--- config.mk ---
export PLATFORM = sky130hd
export DESIGN_NAME = hsv_stream
export DESIGN_NICKNAME = d
export VERILOG_FILES = /design/src/rtl/hsv_pkg.sv /design/src/rtl/hsv_div_pipe.sv /design/src/rtl/hsv_stream.sv
export SDC_FILE = /design/constraint.sdc
export NUM_CORES = 1
export LEC_CHECK = 0
export BUFFER_PORTS_ARGS = -buffer_cell sky130_fd_sc_hd__buf_4
export CORE_MARGIN = 3
export CORE_UTILIZATION = 55
export DETAILED_ROUTE_END_ITERATION = 16
export GPL_TIMING_DRIVEN = 0
export PLACE_DENSITY = 0.74
export SETUP_SLACK_MARGIN = 0.1
export SYNTH_ARGS = -nofsm -noshare
export SYNTH_HDL_FRONTEND = slang
export SYNTH_SLANG_ARGS = --single-unit
--- constraint.sdc ---
create_clock -name i_clk -period 3.1 [get_ports i_clk]
set_input_delay 0.62 -clock i_clk [delete_from_list [all_inputs] [get_ports i_clk]]
set_output_delay 0.62 -clock i_clk [all_outputs]
set_load 0.1 [all_outputs]
--- src/rtl/hsv_pkg.sv ---
// hsv_pkg: shared types and helpers for the streaming RGB-to-HSV converter.
// Holds the hue sector enum, channel expansion and the latency arithmetic.
package hsv_pkg;
  typedef enum logic [2:0] {S0, S1, S2, S3, S4, S5} sector_t;
  function automatic int q_of(input int hf, input int sf);
    return (hf > sf ? hf : sf) + 1;
  endfunction
  function automatic int l_of(input int hf, input int sf);
    return 3 + q_of(hf, sf);
  endfunction
  localparam int Q = q_of(8, 8);
  localparam int L = l_of(8, 8);
  // Bit replication: the top bits of x refill the vacated LSBs, so full scale stays full scale.
  function automatic logic [31:0] expand(input logic [31:0] x, input int w, input int cw);
    return cw >= w ? (x << (cw - w)) | (x >> (2 * w - cw)) : x >> (w - cw);
  endfunction
endpackage

--- src/rtl/hsv_div_pipe.sv ---
// hsv_div_pipe: enable-gated pipelined restoring divider, o_quo = floor(i_num*2^(Q_W-1)/i_den) for i_num <= i_den.
// Ports: i_clk/i_rstn (sync, active-low), i_en advances all stages, i_valid/i_num/i_den in,
// o_valid/o_quo/o_dz (divide-by-zero flag) out after Q_W cycles.
module hsv_div_pipe #(
  parameter int N_W = 8,
  parameter int D_W = 8,
  parameter int Q_W = 9
) (
  input  logic           i_clk,
  input  logic           i_rstn,
  input  logic           i_en,
  input  logic           i_valid,
  input  logic [N_W-1:0] i_num,
  input  logic [D_W-1:0] i_den,
  output logic           o_valid,
  output logic [Q_W-1:0] o_quo,
  output logic           o_dz
);
  logic [D_W-1:0] r_q [Q_W], r_d [Q_W], d_q [Q_W], d_d [Q_W], pr [Q_W], pd [Q_W];
  logic [Q_W-1:0] q_q [Q_W], q_d [Q_W], pq [Q_W];
  logic           v_q [Q_W], v_d [Q_W], z_q [Q_W], z_d [Q_W], pv [Q_W], pz [Q_W], ge [Q_W];
  logic [D_W:0]   t [Q_W];
  // Stage 0 compares the unshifted numerator: it yields the 2^(Q_W-1) bit, set only when num == den.
  always_comb begin
    pr[0] = '0;
    pd[0] = i_den;
    pq[0] = '0;
    pv[0] = i_valid;
    pz[0] = i_den == '0;
    for (int k = 1; k < Q_W; k++) begin
      pr[k] = r_q[k-1];
      pd[k] = d_q[k-1];
      pq[k] = q_q[k-1];
      pv[k] = v_q[k-1];
      pz[k] = z_q[k-1];
    end
    for (int k = 0; k < Q_W; k++) begin
      t[k] = k == 0 ? (D_W+1)'(i_num) : {pr[k], 1'b0};
      ge[k] = t[k] >= {1'b0, pd[k]};
      r_d[k] = D_W'(ge[k] ? t[k] - {1'b0, pd[k]} : t[k]);
      q_d[k] = {pq[k][Q_W-2:0], ge[k]};
      d_d[k] = pd[k];
      v_d[k] = pv[k];
      z_d[k] = pz[k];
    end
  end
  always_ff @(posedge i_clk)
    if (!i_rstn) begin
      r_q <= '{default: '0};
      d_q <= '{default: '0};
      q_q <= '{default: '0};
      v_q <= '{default: 1'b0};
      z_q <= '{default: 1'b0};
    end else if (i_en) begin
      r_q <= r_d;
      d_q <= d_d;
      q_q <= q_d;
      v_q <= v_d;
      z_q <= z_d;
    end
  assign o_valid = v_q[Q_W-1];
  assign o_quo   = q_q[Q_W-1];
  assign o_dz    = z_q[Q_W-1];
endmodule

--- src/rtl/hsv_stream.sv ---
// hsv_stream: fully pipelined RGB-to-HSV converter with ready/valid on both sides, latency 3+Q.
// Ports: i_clk, i_rstn (sync, active-low); i_data {R,G,B}, i_user, i_valid, o_ready upstream;
// o_hue, o_sat, o_value, o_user, o_valid, i_ready downstream.
module hsv_stream
  import hsv_pkg::*;
#(
  parameter int R_W    = 5,
  parameter int G_W    = 6,
  parameter int B_W    = 5,
  parameter int CW     = 8,
  parameter int HF     = 8,
  parameter int SF     = 8,
  parameter int USER_W = 2
) (
  input  logic                   i_clk,
  input  logic                   i_rstn,
  input  logic [R_W+G_W+B_W-1:0] i_data,
  input  logic [USER_W-1:0]      i_user,
  input  logic                   i_valid,
  output logic                   o_ready,
  output logic [HF+2:0]          o_hue,
  output logic [SF-1:0]          o_sat,
  output logic [CW-1:0]          o_value,
  output logic [USER_W-1:0]      o_user,
  output logic                   o_valid,
  input  logic                   i_ready
);
  localparam int DW = R_W + G_W + B_W;
  localparam int QN = q_of(HF, SF);
  logic                en, hv, sv, hz, sz;
  logic [CW-1:0]       r, g, b;
  logic [CW-1:0]       r1_q, r1_d, g1_q, g1_d, b1_q, b1_d, mx1_q, mx1_d, mn1_q, mn1_d;
  logic [CW-1:0]       num2_q, num2_d, dl2_q, dl2_d, mx2_q, mx2_d;
  sector_t             sec1_q, sec1_d, sec2_q, sec2_d;
  logic                v1_q, v1_d, v2_q, v2_d, vld_q, vld_d;
  logic [USER_W-1:0]   u1_q, u1_d, u2_q, u2_d, usr_q, usr_d;
  sector_t             sec_q [QN], sec_d [QN];
  logic [CW-1:0]       mx_q [QN], mx_d [QN];
  logic [USER_W-1:0]   us_q [QN], us_d [QN];
  logic [QN-1:0]       hq, sq;
  logic [HF:0]         hfr;
  logic [SF:0]         sfr;
  logic [HF+2:0]       hue_q, hue_d;
  logic [SF-1:0]       sat_q, sat_d;
  logic [CW-1:0]       val_q, val_d;
  always_comb begin
    en = ~vld_q | i_ready;
    r = CW'(expand(32'(i_data[DW-1 -: R_W]), R_W, CW));
    g = CW'(expand(32'(i_data[B_W +: G_W]), G_W, CW));
    b = CW'(expand(32'(i_data[B_W-1:0]), B_W, CW));
    r1_d = r;
    g1_d = g;
    b1_d = b;
    mx1_d = (r >= g && r >= b) ? r : (g >= b) ? g : b;
    mn1_d = (r <= g && r <= b) ? r : (g <= b) ? g : b;
    sec1_d = (r >= g && r >= b) ? (g >= b ? S0 : S5) : (g >= b) ? (r >= b ? S1 : S2) : (g >= r ? S3 : S4);
    v1_d = i_valid;
    u1_d = i_user;
    num2_d = sec1_q == S0 ? g1_q - b1_q : sec1_q == S1 ? g1_q - r1_q : sec1_q == S2 ? b1_q - r1_q :
             sec1_q == S3 ? b1_q - g1_q : sec1_q == S4 ? r1_q - g1_q : r1_q - b1_q;
    dl2_d = mx1_q - mn1_q;
    mx2_d = mx1_q;
    sec2_d = sec1_q;
    v2_d = v1_q;
    u2_d = u1_q;
    sec_d[0] = sec2_q;
    mx_d[0] = mx2_q;
    us_d[0] = u2_q;
    for (int k = 1; k < QN; k++) begin
      sec_d[k] = sec_q[k-1];
      mx_d[k] = mx_q[k-1];
      us_d[k] = us_q[k-1];
    end
    // Dividers produce QN bits of quotient; the top HF+1 / SF+1 bits are the floored results.
    hfr = hq[QN-1 -: HF+1];
    sfr = sq[QN-1 -: SF+1];
    hue_d = hz ? '0 : ((HF+3)'(sec_q[QN-1]) << HF) + (HF+3)'(hfr);
    sat_d = sz ? '0 : sfr[SF] ? '1 : sfr[SF-1:0];
    val_d = mx_q[QN-1];
    usr_d = us_q[QN-1];
    vld_d = hv & sv;
  end
  hsv_div_pipe #(.N_W(CW), .D_W(CW), .Q_W(QN)) u_hue_div (
    .i_clk(i_clk), .i_rstn(i_rstn), .i_en(en), .i_valid(v2_q), .i_num(num2_q), .i_den(dl2_q),
    .o_valid(hv), .o_quo(hq), .o_dz(hz)
  );
  hsv_div_pipe #(.N_W(CW), .D_W(CW), .Q_W(QN)) u_sat_div (
    .i_clk(i_clk), .i_rstn(i_rstn), .i_en(en), .i_valid(v2_q), .i_num(dl2_q), .i_den(mx2_q),
    .o_valid(sv), .o_quo(sq), .o_dz(sz)
  );
  always_ff @(posedge i_clk)
    if (!i_rstn) begin
      {r1_q, g1_q, b1_q, mx1_q, mn1_q, num2_q, dl2_q, mx2_q} <= '0;
      {v1_q, v2_q, vld_q, u1_q, u2_q, usr_q, hue_q, sat_q, val_q} <= '0;
      sec1_q <= S0;
      sec2_q <= S0;
      sec_q <= '{default: S0};
      mx_q <= '{default: '0};
      us_q <= '{default: '0};
    end else if (en) begin
      {r1_q, g1_q, b1_q, mx1_q, mn1_q} <= {r1_d, g1_d, b1_d, mx1_d, mn1_d};
      {num2_q, dl2_q, mx2_q} <= {num2_d, dl2_d, mx2_d};
      {v1_q, v2_q, vld_q, u1_q, u2_q, usr_q} <= {v1_d, v2_d, vld_d, u1_d, u2_d, usr_d};
      {hue_q, sat_q, val_q} <= {hue_d, sat_d, val_d};
      sec1_q <= sec1_d;
      sec2_q <= sec2_d;
      sec_q <= sec_d;
      mx_q <= mx_d;
      us_q <= us_d;
    end
  assign o_ready = en;
  assign o_valid = vld_q;
  assign o_hue   = hue_q;
  assign o_sat   = sat_q;
  assign o_value = val_q;
  assign o_user  = usr_q;
endmodule

Word-level counts from Yosys, hierarchy flattened
Cells that the tools add are included.

Flip-flop bits (word level): 532. Input bits: 22. Output and inout bits: 31. Logic and storage cells: 211.

$add $sub $neg: 24. $lt $le $gt $ge: 25. Equality and inequality tests: 4. Multiplexer cells: 33. Bitwise operators: 5. Reductions and logical operators: 5.

Operator list (count): 8-bit 2-to-1 mux (27); 8-bit subtractor (23); 9-bit by 8-bit greater-or-equal comparator with 1-bit output (16); 8-bit greater-or-equal comparator (6); 8-bit <= comparator (3); 8-bit zero test (2); 8-bit by 3-bit OR with 8-bit output (2); 3-bit 2-to-1 mux (4); 11-bit by 9-bit adder with 11-bit output (1); 11-bit 2-to-1 mux (1); 8-bit by 2-bit OR with 8-bit output (1); 3-bit by 2-bit equality test with 1-bit output, second input constant (2); 3-bit by 1-bit equality test with 1-bit output, second input constant (1); 3-bit equality test, second input constant (1); 3-bit zero test (1); 1-bit logical AND (2); 2-bit 2-to-1 mux (1); 1-bit NOT (1); 1-bit OR (1).

Logic depth before layout (Yosys ltp)
Gate-level depths: netlist (run 1).

Depth in word-level cells: 6. Mapped depth: 13. Mapped depth without buffers: 12.

Hierarchy
Synthesis (run 1) repeated with hierarchy kept, for this count alone.

Cells, all modules: 3611. Area, all modules: 31291.3 µm².

By module, submodules not included: hsv_stream (instances 1, cells each 1335, area each 10827.9 µm²); hsv_div_pipe (u_sat_div) (instances 1, cells each 1134, area each 10263.6 µm²); hsv_div_pipe (u_hue_div) (instances 1, cells each 1142, area each 10199.8 µm²).

Worst setup path before layout (run 1)
No wires, ideal clock.

Path kind: reg2out. Start: reg vld_q, in the netlist o_valid. End: out o_ready. Arrival: 2608 ps. Data required time: 2480 ps. Setup slack: -128 ps. Cell stages (with the launch flop): 7. Buffers on the path: 4. Cells stage by stage: dfxtp_1 -> nor2b_1 -> buf_2 -> inv_1 -> buf_6 -> clkbuf_1 -> buf_1.

Cells in the longest elaborated chain, start to end: 2.

Ends and longest elaborated chain: start: declaration (line hsv_stream.sv:35) `logic v1_q, v1_d, v2_q, v2_d, vld_q, vld_d;`; start signal: assignment (line hsv_stream.sv:103) `{v1_q, v2_q, vld_q, u1_q, u2_q, usr_q} <= {v1_d, v2_d, vld_d, u1_d, u2_d, usr_d};`; 1-bit NOT (line hsv_stream.sv:47) `en = ~vld_q | i_ready;`; 1-bit OR (line hsv_stream.sv:47); end: declaration (line hsv_stream.sv:20) `output logic o_ready,`.

No other way between the ends.

Worst setup path in the final report (run 1)
Start: in i_rstn. End: reg sat_q[0], in the netlist o_sat[0].

RTL lines: start: declaration (line hsv_stream.sv:16) `input logic i_rstn,`; end signal: assignment (line hsv_stream.sv:104) `{hue_q, sat_q, val_q} <= {hue_d, sat_d, val_d};`; end: declaration (line hsv_stream.sv:44) `logic [SF-1:0] sat_q, sat_d;`.

No word-level cell between the ends.

==> results of run 1 <==
-- state kept, by name (all words and copies together), names as in the netlist, 11 cells and up --
register	flops
o_hue	11
u_sat_div.pq	36
u_sat_div.pr	64
u_hue_div.pq	36
us_d	16
sec_d	24
u_hue_div.pr	64
u_sat_div.d_d	24
mx_d	40
u_hue_div.d_d	64
-- worst max-delay path: cells and delay by family --
kind                   cells  cell delay, ns
buffers and inverters      5            2.60
and+or+nand+nor            1            0.15
-- synthesized netlist by cell type (45+ instances only) --
cell	count	area share, %
o21a_1	53	1.4
nor2_1	180	2.4
nor2b_1	64	1.4
clkbuf_1	166	2.2
ha_1	207	9.2
nand2_1	766	10
dfxtp_1	524	37
a21oi_1	549	9.8
o21ai_0	235	4.2
nand3_1	45	0.80
nor3_1	81	1.4
inv_1	218	2.9
-- worst max path at each step --
stage,endpoint
3_5_place_dp,num2_q[6]$_SDFFE_PN0P_
3_3_place_gp,u_hue_div.o_quo[5]$_SDFFE_PN0P_
4_1_cts,o_ready
2_1_floorplan,num2_q[6]$_SDFFE_PN0P_
5_1_grt,num2_q[5]$_SDFFE_PN0P_
6_report,o_sat[0]$_SDFFE_PN0P_
-- per-stage QoR --
| step | hold WS (ns) | setup TNS, ns |
|---|---|---|
| after floorplan | 0.426 | 0 |
| after global placement | 0.439 | -24.17 |
| after detailed placement | 0.443 | -26.12 |
| after CTS | 0.232 | 0 |
| after global routing | 0.272 | 0 |
| final | 0.256 | 0 |
-- kinds of logic after synthesis --
family	share of synthesized area (%)
flops	37.4
buf+inv	5.97
mux	1.39
xor+xnor	1.50
fa+ha+maj	10.8
simple gates	19.4
compound gates	23.5
-- layer usage --
layer	up-vias	share of wire [%]	track usage (%)
met1	12200	43	43.3
li1	12700	-	-
met4	2	4.9	14.3
met5	-	0.014	0
met2	1026	43	48.6
met3	236	9.1	6.01
-- timing repair --
action | CTS | global route
gates resized for setup | 12 | 18
setup buffers | 1 | 2
setup endpoints to repair | 29 | 7
pin swaps | 2 | 4
-- final cells by class --
class | instances | share of cell area, %
Antenna cell | 1 | 0.00801
Buffer | 199 | 2.78
Clock buffer | 75 | 5.10
Clock inverter | 29 | 0.949
Inverter | 219 | 2.63
Multi-Input combinational cell | 2664 | 50.9
Sequential cell | 524 | 33.6
Tap cell | 672 | 2.69
Timing Repair Buffer | 55 | 1.33
-- power by group --
part / internal (W) / switching [W]
logic: 0.00378 / 0.00507
registers: 0.00758 / 0.000822
clock network: 0.00402 / 0.00285
==> impl_results.md, run 1 <==
* Syn Inst Count at ~3600
* Gp weighted congestion at 0.967
* Hold Path End: v1_q$_SDFFE_PN0P_
* Most frequent cells in the layout: nand2_1 (766), a21oi_1 (548), dfxtp_1 (519)
* Initial core utilization at 55.8%
* Max-capacitance violation count at 0
* Slowest cell on crit path: clkbuf_1
* YS warnings at 0
* Pre-antenna DRT Iters at 5
* Post-route cell area at approximately 31000 sq um
* Worst Path Max Fanout at 10
* Avg Inst Size Synth at 7.77 sq um
* Clock Sink Count at 524
* Final wirelength at 86.5 mm
* Post-Syn Nets at between 3000 and 4000
* Max-slew headroom at 14.0%
* Cells on worst reg2reg path at 7
* I/O pins at between 50 and 60
* DP HPWL at 63.6 mm
* CTS Hold Buffers Added at 0
* Crit path from: i_rstn
* Worst hold path startpoint: i_valid
* Commonest non-fill, non-tap cell in the layout: nand2_1
* CP most frequent cell: clkbuf_1
* Worst skew pair latency at 0.61 ns
* Grt ovf at 0
* Placed Instance Area at 29300 sq um
* Post-layout util at approximately 62%
* Mapped cell area at 28000 sq um
* CP required at 3.54 ns
* Worst Skew at roughly 0.015 ns
* Hold Crit Class: in2reg
* DR DRC count at 0
* Layout fillers at between 4000 and 5000
* Initial DRC Count at 2530
* Reg-to-Reg End: u_hue_div.pr[31]$_SDFFE_PN0P_
* RSZ-0062 raised after global routing: true
* Max stage delay on crit path at around 0.90 ns
* CP endpoint kind: register
* WL per Instance at 19.5 microns
* Power Density at 771 nW/um^2
* Chip height at 232 microns
* Fin. Hold Viols at 0
* Setup WS post-layout at 0.145 ns
* Post-DR vias/cell at 5.88
* EDFF count, synth at 0
* Pins over their slew limit at 0
* Layout cells sized above 1 at 6.40%
* Min Tclk post-route at 2.95 ns
* Worst-path clk slew at approximately 0.060 ns
* CTS tree: built
* Worst r2r src: o_valid$_SDFFE_PN0P_
* Leakage at roughly 12 nW
* Die W at 232 microns
* Crit path DAT at 3.39 ns
* IO buf count at 52
* FF/Latch Area at about 10000 sq um
* Root buffer cell: clkbuf_16
* Worst-case clock buffer depth at 3
* VDD IR-drop max at 481 uV
* Main flop type after synthesis: dfxtp_1
* Yosys cell types at 76
* Sequential area share after synthesis at 37.4%
* Worst Setup Start Kind: primary input
* Largest net degree at the start of global routing at 20
* FP Rows at 82
* Core Area at between 50000 and 60000 sq um
* Setup violators final at 0
* FMAX at 338 MHz
* Die area at 53700 sq um
* R2r setup slk at approximately 0.16 ns
* Worst Hold Depth at 3
* Pin slew with the least headroom to its limit at 1.29 ns
* Async SR Flop Fraction at 0%
* Vias in the first global route at 24200
* Initial antenna violation count at 1
* Total power at between 0.02 and 0.025 W
* Placed cell count at 4331
* Status: finished, final reports clean
* Setup CP Type: in2reg
* Fin nets at 3969
* H-tree depth at 2
* GRT Overall Usage at 31.7%
* TritonCTS buffer count at 55
* Layout area overhead at 11.5%
* Synth Register Bits at 524
* Final period utilization at ~95%
* Multi-input logic area at between 15000 and 20000 sq um
* Crit-path cells: buf_4 > clkinv_1 > clkbuf_1 > clkbuf_1 > clkbuf_1 > nor2_1
* Post-DRT Antenna Nets at 0
* Post-place setup slack at -0.476 ns
* Final std cells w/o fill at around 4400
* First-pass GRT wire length at 134 mm
* DR vias at 26100
Note: power is estimated with default switching activity, not from simulation.
==> inputs of run 2 (changes only) <==
--- a/config.mk
+++ b/config.mk
@@ -8,6 +8,7 @@
 export BUFFER_PORTS_ARGS = -buffer_cell sky130_fd_sc_hd__buf_4
 export CORE_MARGIN = 3
 export CORE_UTILIZATION = 55
+export CTS_BUF_LIST = sky130_fd_sc_hd__clkbuf_2 sky130_fd_sc_hd__clkbuf_4 sky130_fd_sc_hd__clkbuf_8
 export DETAILED_ROUTE_END_ITERATION = 16
 export GPL_TIMING_DRIVEN = 0
 export PLACE_DENSITY = 0.74
==> constraint.sdc (replaced) <==
create_clock -name i_clk -period 2.71 [get_ports i_clk]
set_input_delay 0.542 -clock i_clk [delete_from_list [all_inputs] [get_ports i_clk]]
set_output_delay 0.542 -clock i_clk [all_outputs]
set_load 0.1 [all_outputs]
==> impl_results.md, run 2 (synthesis gave the netlist of run 1 again) <==
* Status: complete, but fails checks
* Failing checks: negative setup slack
* Min Tclk post-route at 2.76 ns
* Layout cells sized above 1 at 11.0%
* Vias in the first global route at roughly 25000
* Hold Crit Class: in2reg
* CP required at roughly 3.3 ns
* Post-DR vias/cell at just under 6
* Most frequent cells in the layout: nand2_1 (765), a21oi_1 (541), dfxtp_1 (494)
* Critical path's top delay family: compound AO/OA/AOI/OAI gates
* Max-capacitance violation count at 0
* FP Rows at 82
* FMAX at 363 MHz
* End point of the critical path: num2_q[6]$_SDFFE_PN0P_
* Chip height at 232 microns
* Die area at ~54000 sq um
* Ant diodes at 0
* Pre-antenna DRT Iters at 6
* Final wirelength at about 88 mm
* Clock Sink Count at 524
* VDD IR-drop max at 481 uV
* Layout fillers at approximately 4500
* Fin nets at 4043
* Cells on worst reg2reg path at 13
* GRT Overall Usage at between 30% and 40%
* Setup CP Type: reg2reg
* Max-slew headroom at 13.1%
* Crit-path cells: nor3b_4 > clkbuf_8 > nor2_1 > a21o_1 > ha_2 > fa_2 > nand2b_4 > a21oi_4 > mux2i_2 > o22ai_2 > nor4_2 > a221oi_2 > a21oi_1
* I/O pins at 53
* Initial core utilization at 55.8%
* DR DRC count at 0
* Initial DRC Count at 2738
* Root buffer cell: clkbuf_8
* Multi-input logic area at 16200 sq um
* Pin slew with the least headroom to its limit at 1.30 ns
* Worst Path Max Fanout at 4
* Core Area at 50300 sq um
* Reg-to-Reg End: num2_q[6]$_SDFFE_PN0P_
* CP endpoint kind: register
* Max stage delay on crit path at 0.36 ns
* H-tree depth at 3
* Post-layout util at 63.6%
* Setup violators final at 2
* TritonCTS buffer count at about 90
* Die W at 232 microns
* Pins over their slew limit at 0
* Fin. Hold Viols at 0
* CTS tree: built
* Commonest non-fill, non-tap cell in the layout: nand2_1
* Post-DRT Antenna Nets at 0
* DP HPWL at roughly 63 mm
* RSZ-0062 raised after global routing: true
* Crit path DAT at approximately 3.4 ns
* Grt ovf at 0
* Gp weighted congestion at 0.976
* Largest net degree at the start of global routing at 13
* Slowest cell on crit path: dfxtp_2
* Setup WS post-layout at -0.0455 ns
* Power Density at between 800 and 900 nW/um^2
* Worst Setup Start Kind: register
* WL per Instance at 19.4 microns
* CTS Hold Buffers Added at 0
* DR vias at 26600
* R2r setup slk at -0.05 ns
* Leakage at 12.1 nW
* Initial antenna violation count at 4
* Worst r2r src: sec1_q[2]$_SDFFE_PN0P_
* IO buf count at 52
* Worst path buffer plus inverter count at 1
* Crit path from: sec1_q[2]$_SDFFE_PN0P_
* First-pass GRT wire length at 135 mm
* Crit path depth at 13
* FF/Latch Area at between 10000 and 15000 sq um
* Post-route cell area at 32000 sq um
* Post-place setup slack at -0.876 ns
* Worst Skew at 0.0292 ns
* Worst skew pair latency at 0.71 ns
* Setup TNS Final at -0.0817 ns
* Worst-case clock buffer depth at 3
* Worst-path clk slew at 0.06 ns
* Layout area overhead at 14.1%
* Placed Instance Area at 29300 sq um
* Final period utilization at 102%
## run 2: repair_timing
| action | 4_1_cts | 5_1_grt |
|---|---|---|
| resized for setup | 57 | 113 |
| pin swaps | 12 | 35 |
| gates cloned | 0 | 4 |
| buffers inserted | 7 | 33 |
| endpoints found under the setup margin | 268 | 89 |
## run 2: worst min-delay path by stage
stage	from	cells after the start	slack, ns	endpoint
after floorplan	u_hue_div.pr[15]$_SDFFE_PN0P_	2	0.43	u_hue_div.pr[15]$_SDFFE_PN0P_
after global placement	us_d[10]$_SDFFE_PN0P_	2	0.44	us_d[10]$_SDFFE_PN0P_
after detailed placement	us_d[5]$_SDFFE_PN0P_	2	0.44	us_d[5]$_SDFFE_PN0P_
after CTS	i_user[1]	3	0.07	u1_q[1]$_SDFFE_PN0P_
after global routing	i_user[1]	3	0.09	u1_q[1]$_SDFFE_PN0P_
final	i_user[1]	3	0.10	u1_q[1]$_SDFFE_PN0P_
## run 2: final cells by class
| type | count | area share, % |
|---|---|---|
| Tap cell | 672 | 2.63 |
| Buffer | 199 | 2.93 |
| Inverter | 219 | 2.59 |
| Clock buffer | 135 | 5.30 |
| Timing Repair Buffer | 94 | 2.40 |
| Multi-Input combinational cell | 2666 | 50.6 |
| Sequential cell | 524 | 32.9 |
| Clock inverter | 21 | 0.567 |
## run 2: power breakdown
group | switching (W) | internal [W] | total, W | leakage [nW]
clock network | 0.00335 | 0.00419 | 0.00755 | 1.01
logic | 0.00609 | 0.00491 | 0.0110 | 6.80
registers | 0.000957 | 0.00867 | 0.00963 | 4.28
total | 0.0104 | 0.0178 | 0.0282 | 12.1
## run 2: worst register-to-register path, cell delays in order (launching register included)
cell,delay (ns)
dfxtp_2,0.36
nor3b_4,0.23
clkbuf_8,0.18
nor2_1,0.05
a21o_1,0.16
ha_2,0.18
fa_2,0.34
nand2b_4,0.17
a21oi_4,0.16
mux2i_2,0.29
o22ai_2,0.12
nor4_2,0.18
a221oi_2,0.08
a21oi_1,0.17
## run 2: metal layers
layer / GRT usage [%] / share of wire (%) / vias up
li1: - / - / 12800
met1: 43.6 / 44 / 12400
met2: 48.3 / 43 / 1126
met3: 6.82 / 9.2 / 244
met4: 13.2 / 4.4 / 4
met5: 0 / 0.030 / -
## run 2: per-stage QoR
step / instances / hold slack [ns] / total power, W
floorplan: 3607 / 0.426 / 0.0172
global placement: 4331 / 0.439 / 0.0194
detailed placement: 4331 / 0.443 / 0.0195
CTS: 4494 / 0.0728 / 0.0271
global route: 4530 / 0.0895 / 0.0297
finish: 4530 / 0.102 / 0.0282
